## src/rtl/trace_capture_if.sv

```systemverilog
// rtl/trace_capture_if.sv - sample stream bundle between trace_capture and the trace DMA path
interface trace_capture_if;
    logic [31:0] tdata;
    logic        tvalid;
    logic        tready;
    logic        tlast;

    modport master (
        output tdata,
        output tvalid,
        output tlast,
        input  tready
    );

    modport slave (
        input  tdata,
        input  tvalid,
        input  tlast,
        output tready
    );
endinterface

```

## src/rtl/trace_capture.sv

```systemverilog
// rtl/trace_capture.sv - logic-analyzer front end: sync, decimate, trigger, stream samples
module trace_capture #(
    parameter int DATA_WIDTH  = 20,
    parameter int COUNT_WIDTH = 16
) (
    input  logic                   aclk,
    input  logic                   aresetn,
    input  logic [DATA_WIDTH-1:0]  trace_i,
    input  logic                   start,
    input  logic                   abort,
    input  logic [15:0]            sample_div,
    input  logic [COUNT_WIDTH-1:0] num_samples,
    input  logic [DATA_WIDTH-1:0]  trig_mask,
    input  logic [DATA_WIDTH-1:0]  trig_value,
    trace_capture_if.master        m_axis,
    output logic                   busy,
    output logic                   done,
    output logic                   overflow,
    output logic [COUNT_WIDTH-1:0] sample_count
);

    typedef enum logic [1:0] {
        IDLE,
        ARMED,
        CAPTURE,
        DRAIN
    } state_t;

    state_t state;
    state_t state_next;
    logic   done_next;

    logic [DATA_WIDTH-1:0]  sync_meta;
    logic [DATA_WIDTH-1:0]  sync_data;

    logic [15:0]            div_lat;
    logic [COUNT_WIDTH-1:0] num_lat;
    logic [DATA_WIDTH-1:0]  mask_lat;
    logic [DATA_WIDTH-1:0]  value_lat;
    logic [15:0]            div_cnt;

    logic running;
    logic accept;
    logic tick;
    logic match;
    logic capture;
    logic is_last;
    logic handshake;
    logic abort_run;

    assign running   = (state == ARMED) || (state == CAPTURE);
    assign accept    = (state == IDLE) && start && (num_samples != '0);
    assign tick      = running && (div_cnt == div_lat);
    assign match     = ((sync_data ^ value_lat) & mask_lat) == '0;
    assign abort_run = abort && (state != IDLE);
    assign capture   = tick && ((state == CAPTURE) || match) && !abort_run;
    // sample_count is cleared on arm, so in ARMED this reduces to num_lat == 1
    assign is_last   = (sample_count + COUNT_WIDTH'(1)) == num_lat;
    assign handshake = m_axis.tvalid && m_axis.tready;
    assign busy      = (state != IDLE);

    // State register and registered completion pulse
    always_ff @(posedge aclk) begin
        if (!aresetn) begin
            state <= IDLE;
            done  <= 1'b0;
        end else begin
            state <= state_next;
            done  <= done_next;
        end
    end

    // Next-state logic; abort beats any same-cycle tick or handshake
    always_comb begin
        state_next = state;
        done_next  = 1'b0;
        case (state)
            IDLE: begin
                if (accept) begin
                    state_next = ARMED;
                end
            end
            ARMED, CAPTURE: begin
                if (abort) begin
                    state_next = IDLE;
                end else if (capture) begin
                    state_next = is_last ? DRAIN : CAPTURE;
                end
            end
            DRAIN: begin
                if (abort) begin
                    state_next = IDLE;
                end else if (handshake) begin
                    state_next = IDLE;
                    done_next  = 1'b1;
                end
            end
            default: state_next = IDLE;
        endcase
    end

    // Two-flop synchronizer for the asynchronous pin data
    always_ff @(posedge aclk) begin
        if (!aresetn) begin
            sync_meta <= '0;
            sync_data <= '0;
        end else begin
            sync_meta <= trace_i;
            sync_data <= sync_meta;
        end
    end

    // Run configuration snapshot taken when a start is accepted
    always_ff @(posedge aclk) begin
        if (!aresetn) begin
            div_lat   <= '0;
            num_lat   <= '0;
            mask_lat  <= '0;
            value_lat <= '0;
        end else if (accept) begin
            div_lat   <= sample_div;
            num_lat   <= num_samples;
            mask_lat  <= trig_mask;
            value_lat <= trig_value;
        end
    end

    // Decimation counter, phase restarts at every arm
    always_ff @(posedge aclk) begin
        if (!aresetn) begin
            div_cnt <= '0;
        end else if (accept) begin
            div_cnt <= '0;
        end else if (running) begin
            div_cnt <= tick ? 16'd0 : div_cnt + 16'd1;
        end
    end

    // Output beat register, drop accounting and sample counter
    always_ff @(posedge aclk) begin
        if (!aresetn) begin
            m_axis.tdata  <= '0;
            m_axis.tvalid <= 1'b0;
            m_axis.tlast  <= 1'b0;
            overflow      <= 1'b0;
            sample_count  <= '0;
        end else if (abort_run) begin
            m_axis.tvalid <= 1'b0;
            m_axis.tlast  <= 1'b0;
        end else begin
            if (accept) begin
                overflow     <= 1'b0;
                sample_count <= '0;
            end
            if (capture) begin
                sample_count <= sample_count + COUNT_WIDTH'(1);
                if (!m_axis.tvalid || m_axis.tready) begin
                    m_axis.tdata  <= 32'(sync_data);
                    m_axis.tvalid <= 1'b1;
                    m_axis.tlast  <= is_last;
                end else begin
                    // Pending beat is held; the new sample is lost, but if it
                    // was the final one the pending beat closes the run.
                    overflow <= 1'b1;
                    if (is_last) begin
                        m_axis.tlast <= 1'b1;
                    end
                end
            end else if (handshake) begin
                m_axis.tvalid <= 1'b0;
                m_axis.tlast  <= 1'b0;
            end
        end
    end

endmodule

```

## src/flat_wrapper.sv

```systemverilog
// flat-port wrapper written by rule: the top's interface ports become plain ports
module trace_capture_flat 
#(
    parameter int DATA_WIDTH  = 20,
    parameter int COUNT_WIDTH = 16
)
  (aclk, aresetn, trace_i, start, abort, sample_div, num_samples, trig_mask, trig_value, busy, done, overflow, sample_count, m_axis_tdata, m_axis_tvalid, m_axis_tlast, m_axis_tready);
  trace_capture_if m_axis_i ();
  input  logic aclk;
  input  logic aresetn;
  input  logic [DATA_WIDTH-1:0] trace_i;
  input  logic start;
  input  logic abort;
  input  logic [15:0] sample_div;
  input  logic [COUNT_WIDTH-1:0] num_samples;
  input  logic [DATA_WIDTH-1:0] trig_mask;
  input  logic [DATA_WIDTH-1:0] trig_value;
  output logic busy;
  output logic done;
  output logic overflow;
  output logic [COUNT_WIDTH-1:0] sample_count;
  output wire logic [$bits(m_axis_i.tdata)-1:0] m_axis_tdata;
  output wire logic [$bits(m_axis_i.tvalid)-1:0] m_axis_tvalid;
  output wire logic [$bits(m_axis_i.tlast)-1:0] m_axis_tlast;
  input wire logic [$bits(m_axis_i.tready)-1:0] m_axis_tready;
  assign m_axis_tdata = m_axis_i.tdata;
  assign m_axis_tvalid = m_axis_i.tvalid;
  assign m_axis_tlast = m_axis_i.tlast;
  assign m_axis_i.tready = m_axis_tready;
  trace_capture #(.DATA_WIDTH(DATA_WIDTH), .COUNT_WIDTH(COUNT_WIDTH)) u_core (.aclk(aclk), .aresetn(aresetn), .trace_i(trace_i), .start(start), .abort(abort), .sample_div(sample_div), .num_samples(num_samples), .trig_mask(trig_mask), .trig_value(trig_value), .m_axis(m_axis_i), .busy(busy), .done(done), .overflow(overflow), .sample_count(sample_count));
endmodule
```

## config.mk

```make
export PLATFORM = sky130hd
export DESIGN_NAME = trace_capture_flat
export DESIGN_NICKNAME = d
export VERILOG_FILES = /design/src/rtl/trace_capture_if.sv /design/src/rtl/trace_capture.sv /design/src/flat_wrapper.sv
export SDC_FILE = /design/constraint.sdc
export NUM_CORES = 1
export LEC_CHECK = 0
export CAP_MARGIN = 5
export CORE_AREA = 2 2 98 171
export CTS_CLUSTER_DIAMETER = 60
export CTS_CLUSTER_SIZE = 12
export DETAILED_ROUTE_END_ITERATION = 8
export DIE_AREA = 0 0 100 173
export GPL_TIMING_DRIVEN = 0
export PLACE_DENSITY = 0.77
export SLEW_MARGIN = 20
export SYNTH_ARGS = -nofsm -noshare
export SYNTH_HDL_FRONTEND = slang
export SYNTH_SLANG_ARGS = --single-unit
```

## constraint.sdc

```tcl
create_clock -name aclk -period 2.1 [get_ports aclk]
set_clock_uncertainty 0.15 [all_clocks]
set_input_delay 0.21 -clock aclk [delete_from_list [all_inputs] [get_ports aclk]]
set_output_delay 0.21 -clock aclk [all_outputs]
set_load 0.05 [all_outputs]
```

==> qor.txt <==
Outcome = finished, violations left
Failing checks = setup timing
Initial drt markers = 216
Routability cong. = 0.875
Post-CTS Hold Buffers = 0
Worst Path Arrival = 2.64 ns
Gr ovfl total = 0
Slew HR = 58.1%
Yosys reg bits = 170
WL/cell = 17.6 um
Most numerous cell on the critical path = nand4_1
Net switching fraction of the power = 30.2%
RSZ-0062 raised after global routing = true
Final hold vios = 0
Asr flop ratio synth = 0%
Levels on crit path = 8
Switching pwr = 2.63 mW
Crit end category = register
MaxCap Viol Count = 0
Clock Latency Late Sink = 0.43 ns
H-tree Lvls = 4
Crit path max-delay family = simple AND/OR/NAND/NOR gates
Placed cell area = 0.00897 mm^2
Post-synth cell types = 55
Worst EP required = 2.30 ns
Die Ht = 173 um
GRT Util Overall = 25.0%
Routed Antenna Nets = 0
RR Endpoint = u_core.m_axis.tlast
Pwr dens = 838 mW/mm^2
Leakage = 4.38 nW
Final non-filler cell area = 0.0104 mm^2
WP buf/inv = 1
CP max stage delay = 0.50 ns
Place WS = -0.902 ns
P&R area growth vs syn = 44.7%
CORE AREA = 0.0159 mm^2
Crit Path Max Fanout = 3
Drc violations = 0
CTS tree = done
Share of cells above drive strength 1 = 21.1%
Final HPWL DP = 15.3 mm
Fmax = 409 MHz
Worst-path clk slew = 0.07 ns
Maximum vdd ir drop = 0.542 mV
DR pass1 iterations = 5
Worst-path cell with the longest stage delay = or4_4
I/O Buffers = 136
Post-Syn Area = 0.00720 mm^2
Clock buffer depth = 2
Die Width = 100 um
Clk sink count = 170
First-pass GRT wire length = 33.5 mm
Worst hold slack = 0.164 ns
Most frequent cells in the layout = nand2_1, dfxtp_1, clkdlybuf4s50_1
Number of global-route vias before repair = 6643
Min Tclk post-route = 2.44 ns
Worst hold path type = in2reg
R2R Setup Slk = -0.34 ns
WHS Path Cells = 3
Synth Area per Inst = 8.58 um^2
Worst r2r src = u_core.sample_count[4]
Critical-path cell list = nand4_1 -> buf_4 -> or4_4 -> xnor2_2 -> nor3_1 -> a31o_2 -> nand4_1 -> a31oi_1
CP startpoint kind = register
Commonest non-fill, non-tap cell in the layout = nand2_1
Min-delay src = sample_div[12]
Fin crit share = 116%
Clock share of power = 38.0%
Root buf cell = clkbuf_16
Seq pwr share = 41.0%
Antenna violations before repair = 1
Largest net degree at the start of global routing = 18
DR vias/cell = 5.33
Via count = 6616
R2R depth = 8
End of the worst hold path = u_core.div_lat[12]
Setup ws final = -0.345 ns
Mapped Cells = 839
Die area = 0.0173 mm^2
Final Slew Violations = 0
Num CTS Buffers = 17
Nets = 1141
Initial core utilization = 45.4%
Ports = 150
Final setup violating endpoints = 36
Final core utilization = 65.6%
Post-Route WL = 21.9 mm
Gate power share = 20.9%
Post-synth EDFFs = 0
Slew @ Worst Pin = 0.628 ns
Seq/Total Area, Yosys = 47.3%
Ys flop type = dfxtp_1
Ys Warns = 0
Int Pwr = 6.10 mW
Setup CP Type = reg2reg
Cell Rows = 61
## cell families after synthesis
family | count (synthesis) | share of synthesized area, %
compound gates | 142 | 12.2
xor+xnor | 70 | 8.51
fa+ha+maj | 5 | 0.869
buf+inv | 72 | 4.73
flops | 170 | 47.3
mux | 21 | 2.92
other cells | 1 | 0.0521
simple gates | 358 | 23.5
## area by class of cell
type	count	area, um^2
clock buffer	19	453
clock inverter	13	174
fill	1256	5460
multi-input combinational	608	3900
timing repair buffer	181	1780
tap	189	236
buffer	53	359
inverter	8	33.8
sequential	170	3470
antenna	1	2.50
## state kept, by name, indices dropped and copies added, names as in the netlist, 2 cells and up
name	flops
u_core.mask_lat	20
u_core.sync_data	20
u_core.sync_meta	20
u_core.state	2
u_core.m_axis.tdata	20
u_core.div_cnt	16
u_core.num_lat	16
u_core.sample_count	16
u_core.value_lat	20
u_core.div_lat	16
## synth_stat cells (all sizes together) (3+ instances only)
master | count | area, um^2
nand2 | 182 | 683
dfxtp | 170 | 3400
a21oi | 76 | 380
xor2 | 49 | 429
nor2 | 47 | 176
and2 | 42 | 263
clkbuf | 38 | 143
buf | 26 | 168
mux2i | 21 | 210
xnor2 | 21 | 184
nand4 | 18 | 119
nand3 | 16 | 80.1
a21boi | 15 | 113
nor4 | 12 | 87.6
a21o | 10 | 75.1
nor3 | 9 | 45.0
inv | 8 | 30.0
o21ai | 7 | 35.0
and3 | 5 | 31.3
and4 | 5 | 43.8
ha | 5 | 62.6
a22oi | 4 | 30.0
nand3b | 4 | 30.0
o31ai | 4 | 30.0
or2 | 4 | 25.0
a211oi | 3 | 22.5
a221oi | 3 | 26.3
a22o | 3 | 26.3
a31oi | 3 | 18.8
or3 | 3 | 18.8
## worst max-delay path by stage
stage                                start                endpoint  slack (ns)
floorplan           u_core.sample_count[3]         u_core.state[0]       -0.13
CTS                 u_core.sample_count[4]     u_core.m_axis.tlast       -0.22
finish              u_core.sample_count[4]     u_core.m_axis.tlast       -0.34
global placement            num_samples[2]  u_core.sample_count[3]       -0.88
global route        u_core.sample_count[7]     u_core.m_axis.tlast       -0.40
detailed placement         num_samples[10]  u_core.sample_count[3]       -0.90
## power groups by stage
stage,clock network (mW),registers [mW],logic [mW]
5_1_grt,3.48,3.60,1.96
3_5_place_dp,0,3.64,1.44
6_report,3.32,3.59,1.83
2_1_floorplan,0,3.62,0.908
3_3_place_gp,0,3.63,1.42
4_1_cts,3.34,3.57,1.72
## worst reg2reg max path, cell delays in order (launching register included)
cell and delay (ns):
dfxtp_4 0.35, nand4_1 0.22, buf_4 0.23, or4_4 0.50
xnor2_2 0.16, nor3_1 0.18, a31o_2 0.21, nand4_1 0.14
a31oi_1 0.22
## per-stage QoR
step | setup TNS [ns] | total power, mW | instances
2_1_floorplan | -0.545 | 4.53 | 850
3_3_place_gp | -67.62 | 5.04 | 1175
3_5_place_dp | -69.90 | 5.07 | 1175
4_1_cts | -3.21 | 8.63 | 1230
5_1_grt | -10.43 | 9.05 | 1242
6_report | -5.65 | 8.74 | 1242
## per-layer routing
| layer | vias up | track usage, % | wire length, um |
|---|---|---|---|
| met5 | - | 0 | 0 |
| met4 | 0 | 12.8 | 1120 |
| met3 | 69 | 4.00 | 921 |
| met2 | 257 | 49.4 | 12200 |
| met1 | 3097 | 23.8 | 7630 |
| li1 | 3193 | - | - |
## timing repair
action | CTS | global route
pin swaps | 40 | 33
gates resized for setup | 93 | 77
endpoints found under the hold margin | 0 | 0
setup endpoints to repair | 120 | 120
setup buffers | 27 | 14
cloned | 5 | 0
Power figures use the tool's default switching activity.
